==> src/rtl/mult_shift_add_if.sv <==
// Start/done handshake and operand/result bus for the shift-add multiplier.
interface mult_shift_add_if #(
    parameter int WIDTH = 8
);
    logic               start;
    logic               sgn;
    logic [WIDTH-1:0]   multiplicand;
    logic [WIDTH-1:0]   multiplier;
    logic               busy;
    logic               done;
    logic [2*WIDTH-1:0] product;

    modport master (
        output start, sgn, multiplicand, multiplier,
        input  busy, done, product
    );

    modport slave (
        input  start, sgn, multiplicand, multiplier,
        output busy, done, product
    );
endinterface

==> src/rtl/mult_shift_add.sv <==
// Sequential WIDTH x WIDTH shift-add multiplier with sign handling.
// One add-and-shift step per clock over a (2W+1)-bit accumulator.
module mult_shift_add #(
    parameter int WIDTH = 8
) (
    input  logic             clk,
    input  logic             rst_n,
    mult_shift_add_if.slave  bus
);
    localparam int CW = $clog2(WIDTH + 1);

    typedef enum logic [1:0] {
        S_IDLE,
        S_RUN,
        S_FIX
    } state_e;

    state_e               state_q, state_d;
    logic [2*WIDTH:0]     acc_q, acc_d;
    logic [WIDTH-1:0]     mc_q, mc_d;
    logic [CW-1:0]        cnt_q, cnt_d;
    logic                 neg_q, neg_d;
    logic [2*WIDTH-1:0]   product_q, product_d;
    logic                 done_q, done_d;
    logic                 busy_q, busy_d;

    logic [WIDTH-1:0]     mag_a;
    logic [WIDTH-1:0]     mag_b;
    logic [WIDTH:0]       sum;
    logic [2*WIDTH-1:0]   p;

    always_ff @(posedge clk) begin
        if (!rst_n) begin
            state_q   <= S_IDLE;
            acc_q     <= '0;
            mc_q      <= '0;
            cnt_q     <= '0;
            neg_q     <= 1'b0;
            product_q <= '0;
            done_q    <= 1'b0;
            busy_q    <= 1'b0;
        end else begin
            state_q   <= state_d;
            acc_q     <= acc_d;
            mc_q      <= mc_d;
            cnt_q     <= cnt_d;
            neg_q     <= neg_d;
            product_q <= product_d;
            done_q    <= done_d;
            busy_q    <= busy_d;
        end
    end

    always_comb begin
        state_d   = state_q;
        acc_d     = acc_q;
        mc_d      = mc_q;
        cnt_d     = cnt_q;
        neg_d     = neg_q;
        product_d = product_q;
        done_d    = 1'b0;
        mag_a     = bus.multiplicand;
        mag_b     = bus.multiplier;
        sum       = acc_q[2*WIDTH:WIDTH];
        p         = acc_q[2*WIDTH-1:0];

        unique case (state_q)
            S_IDLE: begin
                if (bus.start) begin
                    // most-negative input negates to 2^(W-1), still fits unsigned
                    if (bus.sgn && bus.multiplicand[WIDTH-1])
                        mag_a = ~bus.multiplicand + WIDTH'(1);
                    if (bus.sgn && bus.multiplier[WIDTH-1])
                        mag_b = ~bus.multiplier + WIDTH'(1);
                    neg_d   = bus.sgn &
                              (bus.multiplicand[WIDTH-1] ^ bus.multiplier[WIDTH-1]);
                    acc_d   = {{(WIDTH+1){1'b0}}, mag_b};
                    mc_d    = mag_a;
                    cnt_d   = CW'(WIDTH);
                    state_d = S_RUN;
                end
            end
            S_RUN: begin
                if (acc_q[0])
                    sum = acc_q[2*WIDTH:WIDTH] + {1'b0, mc_q};
                acc_d = {1'b0, sum, acc_q[WIDTH-1:1]};
                cnt_d = cnt_q - CW'(1);
                if (cnt_q == CW'(1))
                    state_d = S_FIX;
            end
            S_FIX: begin
                product_d = neg_q ? (~p + (2*WIDTH)'(1)) : p;
                done_d    = 1'b1;
                state_d   = S_IDLE;
            end
            default: state_d = S_IDLE;
        endcase

        busy_d = (state_d != S_IDLE);
    end

    assign bus.busy    = busy_q;
    assign bus.done    = done_q;
    assign bus.product = product_q;
endmodule

==> src/flat_wrapper.sv <==
// flat-port wrapper written by rule: the top's interface ports become plain ports
module mult_shift_add_flat 
#(
    parameter int WIDTH = 8
)
  (clk, rst_n, bus_start, bus_sgn, bus_multiplicand, bus_multiplier, bus_busy, bus_done, bus_product);
  mult_shift_add_if #(.WIDTH(WIDTH)) bus_i ();
  input  logic clk;
  input  logic rst_n;
  input wire logic [$bits(bus_i.start)-1:0] bus_start;
  input wire logic [$bits(bus_i.sgn)-1:0] bus_sgn;
  input wire logic [$bits(bus_i.multiplicand)-1:0] bus_multiplicand;
  input wire logic [$bits(bus_i.multiplier)-1:0] bus_multiplier;
  output wire logic [$bits(bus_i.busy)-1:0] bus_busy;
  output wire logic [$bits(bus_i.done)-1:0] bus_done;
  output wire logic [$bits(bus_i.product)-1:0] bus_product;
  assign bus_i.start = bus_start;
  assign bus_i.sgn = bus_sgn;
  assign bus_i.multiplicand = bus_multiplicand;
  assign bus_i.multiplier = bus_multiplier;
  assign bus_busy = bus_i.busy;
  assign bus_done = bus_i.done;
  assign bus_product = bus_i.product;
  mult_shift_add #(.WIDTH(WIDTH)) u_core (.clk(clk), .rst_n(rst_n), .bus(bus_i));
endmodule
==> config.mk <==
export PLATFORM = sky130hd
export DESIGN_NAME = mult_shift_add_flat
export DESIGN_NICKNAME = d
export VERILOG_FILES = /design/src/rtl/mult_shift_add_if.sv /design/src/rtl/mult_shift_add.sv /design/src/flat_wrapper.sv
export SDC_FILE = /design/constraint.sdc
export NUM_CORES = 1
export LEC_CHECK = 0
export CAP_MARGIN = 0
export CORE_MARGIN = 2
export CORE_UTILIZATION = 31
export CTS_BUF_LIST = sky130_fd_sc_hd__clkbuf_16
export CTS_CLUSTER_DIAMETER = 50
export CTS_CLUSTER_SIZE = 40
export DETAILED_ROUTE_END_ITERATION = 7
export GPL_ROUTABILITY_DRIVEN = 0
export RECOVER_POWER = 50
export SYNTH_ARGS = -nofsm -noshare
export SYNTH_HDL_FRONTEND = slang
export SYNTH_SLANG_ARGS = --single-unit
==> constraint.sdc <==
create_clock -name clk -period 4.4 [get_ports clk]
set_input_delay 0.88 -clock clk [delete_from_list [all_inputs] [get_ports clk]]
set_output_delay 0.88 -clock clk [all_outputs]
set_load 0.05 [all_outputs]
# Word level (Yosys, flattened, before mapping)
# Cells that the tools add are included.
# totals
register_bits	50
latch_bits	0
ramBits	0
romBits	0
in_bits	20
output_inout_bits	18
wordCells	41
mem_count	0
# classes
add_sub_neg	5
mul	0
div	0
n_lt_le_gt_ge	0
eq_ne	4
shifts	0
muxes	12
n_bitwise	5
n_reduce_logical	7
# op_table
cell	count
17-bit case mux with 2 select lines	1
17-bit two-way mux	1
16-bit by 1-bit adder with 16-bit output, second input constant	1
8-bit by 1-bit adder with 8-bit output, second input constant	2
16-bit two-way mux	1
8-bit two-way mux	2
16-bit NOT	1
8-bit NOT	2
9-bit by 8-bit adder with 9-bit output	1
9-bit two-way mux	1
4-bit case mux with 2 select lines	1
4-bit by 1-bit equality test with 1-bit output, second input constant	1
2-bit two-way mux	2
4-bit two-way mux	1
2-bit case mux with 2 select lines	1
2-bit AND reduction	2
2-bit nonzero test	2
4-bit by 1-bit subtractor with 4-bit output, second input constant	1
2-bit by 1-bit equality test with 1-bit output, second input constant	1
2-bit equality test, second input constant	1
1-bit logical AND	2
2-bit logical NOT	1
2-bit inequality test, second input constant	1
1-bit bitwise AND	1
2 further kinds	2

# Logic depth before layout (Yosys ltp)
# depth
word_depth	5
mapped_depth	7
depth_no_buf	6

# Least setup slack after synthesis
# No wires, ideal clock.
# synth_path
kind	input -> register
startpoint	input port bus_sgn
endpoint	register u_core.acc_q[1]
setup_ns	0.128
arrival_time_ns	1.844
t_required_ns	4.272
slack_ns	2.428
stages	5
path_buffers	1
cell_sequence	clkbuf_1 > nand2_1 > mux2_2 > a222oi_1 > nor2_1
# synth_via
elab_chain_cells	4
# synth_rtl
element	line_no	source
start: declaration	flat_wrapper.sv:11	input wire logic [$bits(bus_i.sgn)-1:0] bus_sgn;
1-bit logical AND	mult_shift_add.sv:73	if (bus.sgn && bus.multiplier[WIDTH-1])
8-bit two-way mux	mult_shift_add.sv:73	
17-bit two-way mux	mult_shift_add.sv:69	if (bus.start) begin
17-bit case mux with 2 select lines	mult_shift_add.sv:67	unique case (state_q)
end signal: assignment	mult_shift_add.sv:35	acc_q <= '0;
end signal: assignment	mult_shift_add.sv:44	acc_q <= acc_d;
end: declaration	mult_shift_add.sv:19	logic [2*WIDTH:0] acc_q, acc_d;
# Every way passes these cells. The select of a mux whose other input is x is not followed.
# A chain may end at the register's enable or synchronous reset.

# Final worst setup path
# layout_path
startpoint	input port bus_start
endpoint	register u_core.acc_q[15]
# layout_via
elab_chain_cells	2
# layout_rtl
element	line_no	source
start: declaration	flat_wrapper.sv:10	input wire logic [$bits(bus_i.start)-1:0] bus_start;
2-bit inequality test (no source line)	--	
2-bit AND reduction (no source line)	--	
# Every way passes these cells.

==> metrics.log <==
[metrics] result of the run: completed
[metrics] type of the worst min-delay path: reg -> reg
[metrics] Max VDD drop: 0.141 mV
[metrics] f_max: 329 MHz
[metrics] count of final max-slew check failures: 0
[metrics] number of diodes: 0
[metrics] number of warnings issued by yosys: 0
[metrics] LEAKAGE: 0.00139 uW
[metrics] post-detail-place hpwl: 5290 um
[metrics] final wirelength: 7230 um
[metrics] critical path class: in -> reg
[metrics] cell area after technology mapping: 0.00300 mm^2
[metrics] skew final: 0.00410 ns
[metrics] number of DRC markers in iteration 0: 204
[metrics] GRT Residual Overflow: 0
[metrics] met2 Usage GRT: 23.2%
[metrics] power per cell area: 299 mW/mm^2
[metrics] number of vias per cell after detailed routing: 5.33
[metrics] area inside the core boundary: 0.00933 mm^2
[metrics] portion of the clock cycle consumed by the worst path in the final layout: 69.0%
[metrics] average wire length per cell after detail routing: 14.1 um
[metrics] Main synth FF type: sky130_fd_sc_hd__dfxtp_1
[metrics] fraction of layout instances using a drive strength above 1: 4.70%
[metrics] CP Cell Sequence: dlygate4sd3_1, o21bai_1, nand2_1, and3_1, a221oi_1
[metrics] most frequent cells in the layout: 49 x sky130_fd_sc_hd__dfxtp_1, 37 x sky130_fd_sc_hd__nor2_1, 23 x sky130_fd_sc_hd__a21oi_1
[metrics] critical path startpoint category: primary input
[metrics] FFs w/ async S/R, synth: 0%
[metrics] die span in x: 102 um
[metrics] post-synthesis cell type count: 56
[metrics] cell depth of the worst hold path: 2
[metrics] most used routing layer in global routing: met2
[metrics] final critical path time including I/O delays and setup: 3.04 ns
[metrics] Clock Latency Late Sink: 0.28 ns
[metrics] CP arrival: 3.22 ns
[metrics] clock transition at the register clock pins on the worst setup and hold paths after CTS: 0.06 ns
[metrics] Max-Slew Margin vs Limit: 7.72%
[metrics] antenna-violating nets left: 0
[metrics] Reg2Reg Depth: 4
[metrics] initial antenna violation count: 0
[metrics] number of enable flip-flop cells after synthesis: 0
[metrics] number of global-route vias before repair: 2508
[metrics] Hold-fix buffers, CTS: 0
[metrics] register area share after synthesis: 32.7%
[metrics] Syn Area/Cell: 8.31 um^2
[metrics] most common library cell in the layout ignoring fill and taps: sky130_fd_sc_hd__dfxtp_1
[metrics] Final Instance Area: 0.00356 mm^2
[metrics] root buf cell: sky130_fd_sc_hd__clkbuf_16
[metrics] top-level port count: 38
[metrics] number of DRC violations after detailed routing: 0
[metrics] Worst Tran Pin Value: 1.38 ns
[metrics] max-capacitance violation count: 0
[metrics] height of the chip: 102 um
[metrics] met1 layer usage reported by global route: 20.7%
[metrics] area enclosed by the die boundary: 0.0105 mm^2
[metrics] RSZ-0062 raised after global routing: no
[metrics] Synthesized Nets: 395
[metrics] total count of hold-check failures in the final report: 0
[metrics] length of the first detailed-routing pass in iterations: 4
[metrics] postcts setup bufs: 0
[metrics] number of clock buffers inserted by TritonCTS: 5
[metrics] CTS tree: yes
[metrics] synthesis-to-finish area growth: 18.8%
[metrics] vias post-DR: 2729
[metrics] summed negative setup slack over all endpoints: 0 ns
[metrics] number of register bits inferred by synthesis: 49
[metrics] Net count, final: 417
[metrics] largest net degree at the start of global routing: 33
[metrics] TritonCTS Sinks: 49
[metrics] met3 Track Usage GR: 2.39%
[metrics] CTS H-tree lvls: 2
[metrics] Resized Gates After CTS: 0
[metrics] core occupancy in the finished layout: 38.2%
[metrics] number of buffers on the longest clock path: 2
[metrics] global-route wire length before repair: 12300 um
[metrics] worst-path fanout max: 19
[metrics] Worst Setup End Kind: flip-flop
[metrics] IO Port Bufs: 37
[metrics] Gate Count Post-Synth: 361
[metrics] critical path's largest stage delay: 1.09 ns
[metrics] count of endpoints failing setup in the final report: 0
[metrics] cell row count: 35
[metrics] initial core utilization: 32.2%
[metrics] Post-DP Area: 0.00345 mm^2
[metrics] GR Util All Layers: 14.5%
[metrics] Data required, critical path: 4.58 ns
[metrics] Critical Path Slowest Stage Cell: sky130_fd_sc_hd__o21bai_1
==> cells in the mapped netlist, drive strengths merged (4+ instances only) <==
master	n	area share [%]
ha	13	5.4
mux2i	4	1.3
xor2	6	1.8
dfxtp	49	33
nand4	6	1.3
nor3	9	1.7
and3	5	1.0
nand2b	5	1.0
buf	8	1.5
a211oi	16	4.0
or3	4	0.83
o21ai	14	2.3
o41ai	8	3.5
a22oi	4	1.0
nand2	20	2.5
or4	6	1.5
inv	12	1.5
xnor2	10	2.9
nor3b	6	1.7
nor2	37	4.6
a21o	7	1.8
a311oi	4	1.2
clkbuf	18	2.3
a21oi	23	3.8
a31oi	8	1.7
nand3	16	2.7
nor2b	4	0.83
==> cell families after synthesis <==
logic type / synth area share [%]
buffers and inverters: 5.30
AOI/OAI and AO/OA: 25.8
DFF: 32.7
muxes: 2.09
adders and majority gates: 6.09
xor gates and xnor gates: 4.67
and+or+nand+nor: 23.4
==> routing by layer <==
| layer | up-vias | part of all wire (%) |
|---|---|---|
| li1 | 1393 | - |
| met1 | 1263 | 51 |
| met2 | 68 | 44 |
| met3 | 5 | 4.6 |
| met4 | 0 | 0.77 |
| met5 | - | 0 |
==> power breakdown <==
group / leakage (uW) / internal [uW] / switching, uW / total (uW)
clock: 0.0000685 / 204 / 156 / 359
combinational: 0.000923 / 84.3 / 124 / 209
sequential: 0.000399 / 465 / 30.9 / 496
==> cell type report <==
| class | instances | area [um^2] |
|---|---|---|
| fillers | 954 | 5760 |
| multi-input cells | 274 | 1850 |
| flip-flops and latches | 49 | 981 |
| repair buffers | 41 | 393 |
| well taps | 129 | 161 |
| clock buffers | 5 | 125 |
| inverters | 12 | 45.0 |
| clock inverters | 2 | 7.51 |
==> sequential cells by signal, summed over array words and instances (netlist names) <==
register and flops:
u_core.bus.product 16, u_core.bus.busy 1, u_core.cnt_q 4, u_core.state_q 2, u_core.neg_q 1, u_core.mc_q 8, u_core.acc_q 16, u_core.bus.done 1
==> metrics by stage <==
step | setup slack, ns | instances | hold slack (ns) | power [uW]
floorplan | 2.43 | 361 | 0.441 | 653
global placement | 1.66 | 505 | 0.451 | 711
detailed placement | 1.64 | 505 | 0.452 | 717
global route | 1.14 | 512 | 0.488 | 1120
finish | 1.36 | 512 | 0.455 | 1060
CTS | 1.93 | 512 | 0.461 | 1080
==> worst paths after layout <==
kind | start | endpoint | slack (ns)
hold reg to reg | u_core.bus.product[0]$_SDFFE_PN0P_ | u_core.bus.product[0]$_SDFFE_PN0P_ | 0.46
setup reg to reg | u_core.state_q[0]$_SDFF_PN0_ | u_core.acc_q[15]$_SDFFE_PN0P_ | 2.09
setup / recovery | bus_start | u_core.acc_q[15]$_SDFFE_PN0P_ | 1.36
hold / removal | u_core.bus.product[0]$_SDFFE_PN0P_ | u_core.bus.product[0]$_SDFFE_PN0P_ | 0.46
==> critical path: cells and delay by family <==
family	cells	cell delay, ns
AND/OR/NAND/NOR	2	0.37
buffers and inverters	1	0.62
AO/OA/AOI/OAI	2	1.34
Power figures use the tool's default switching activity.
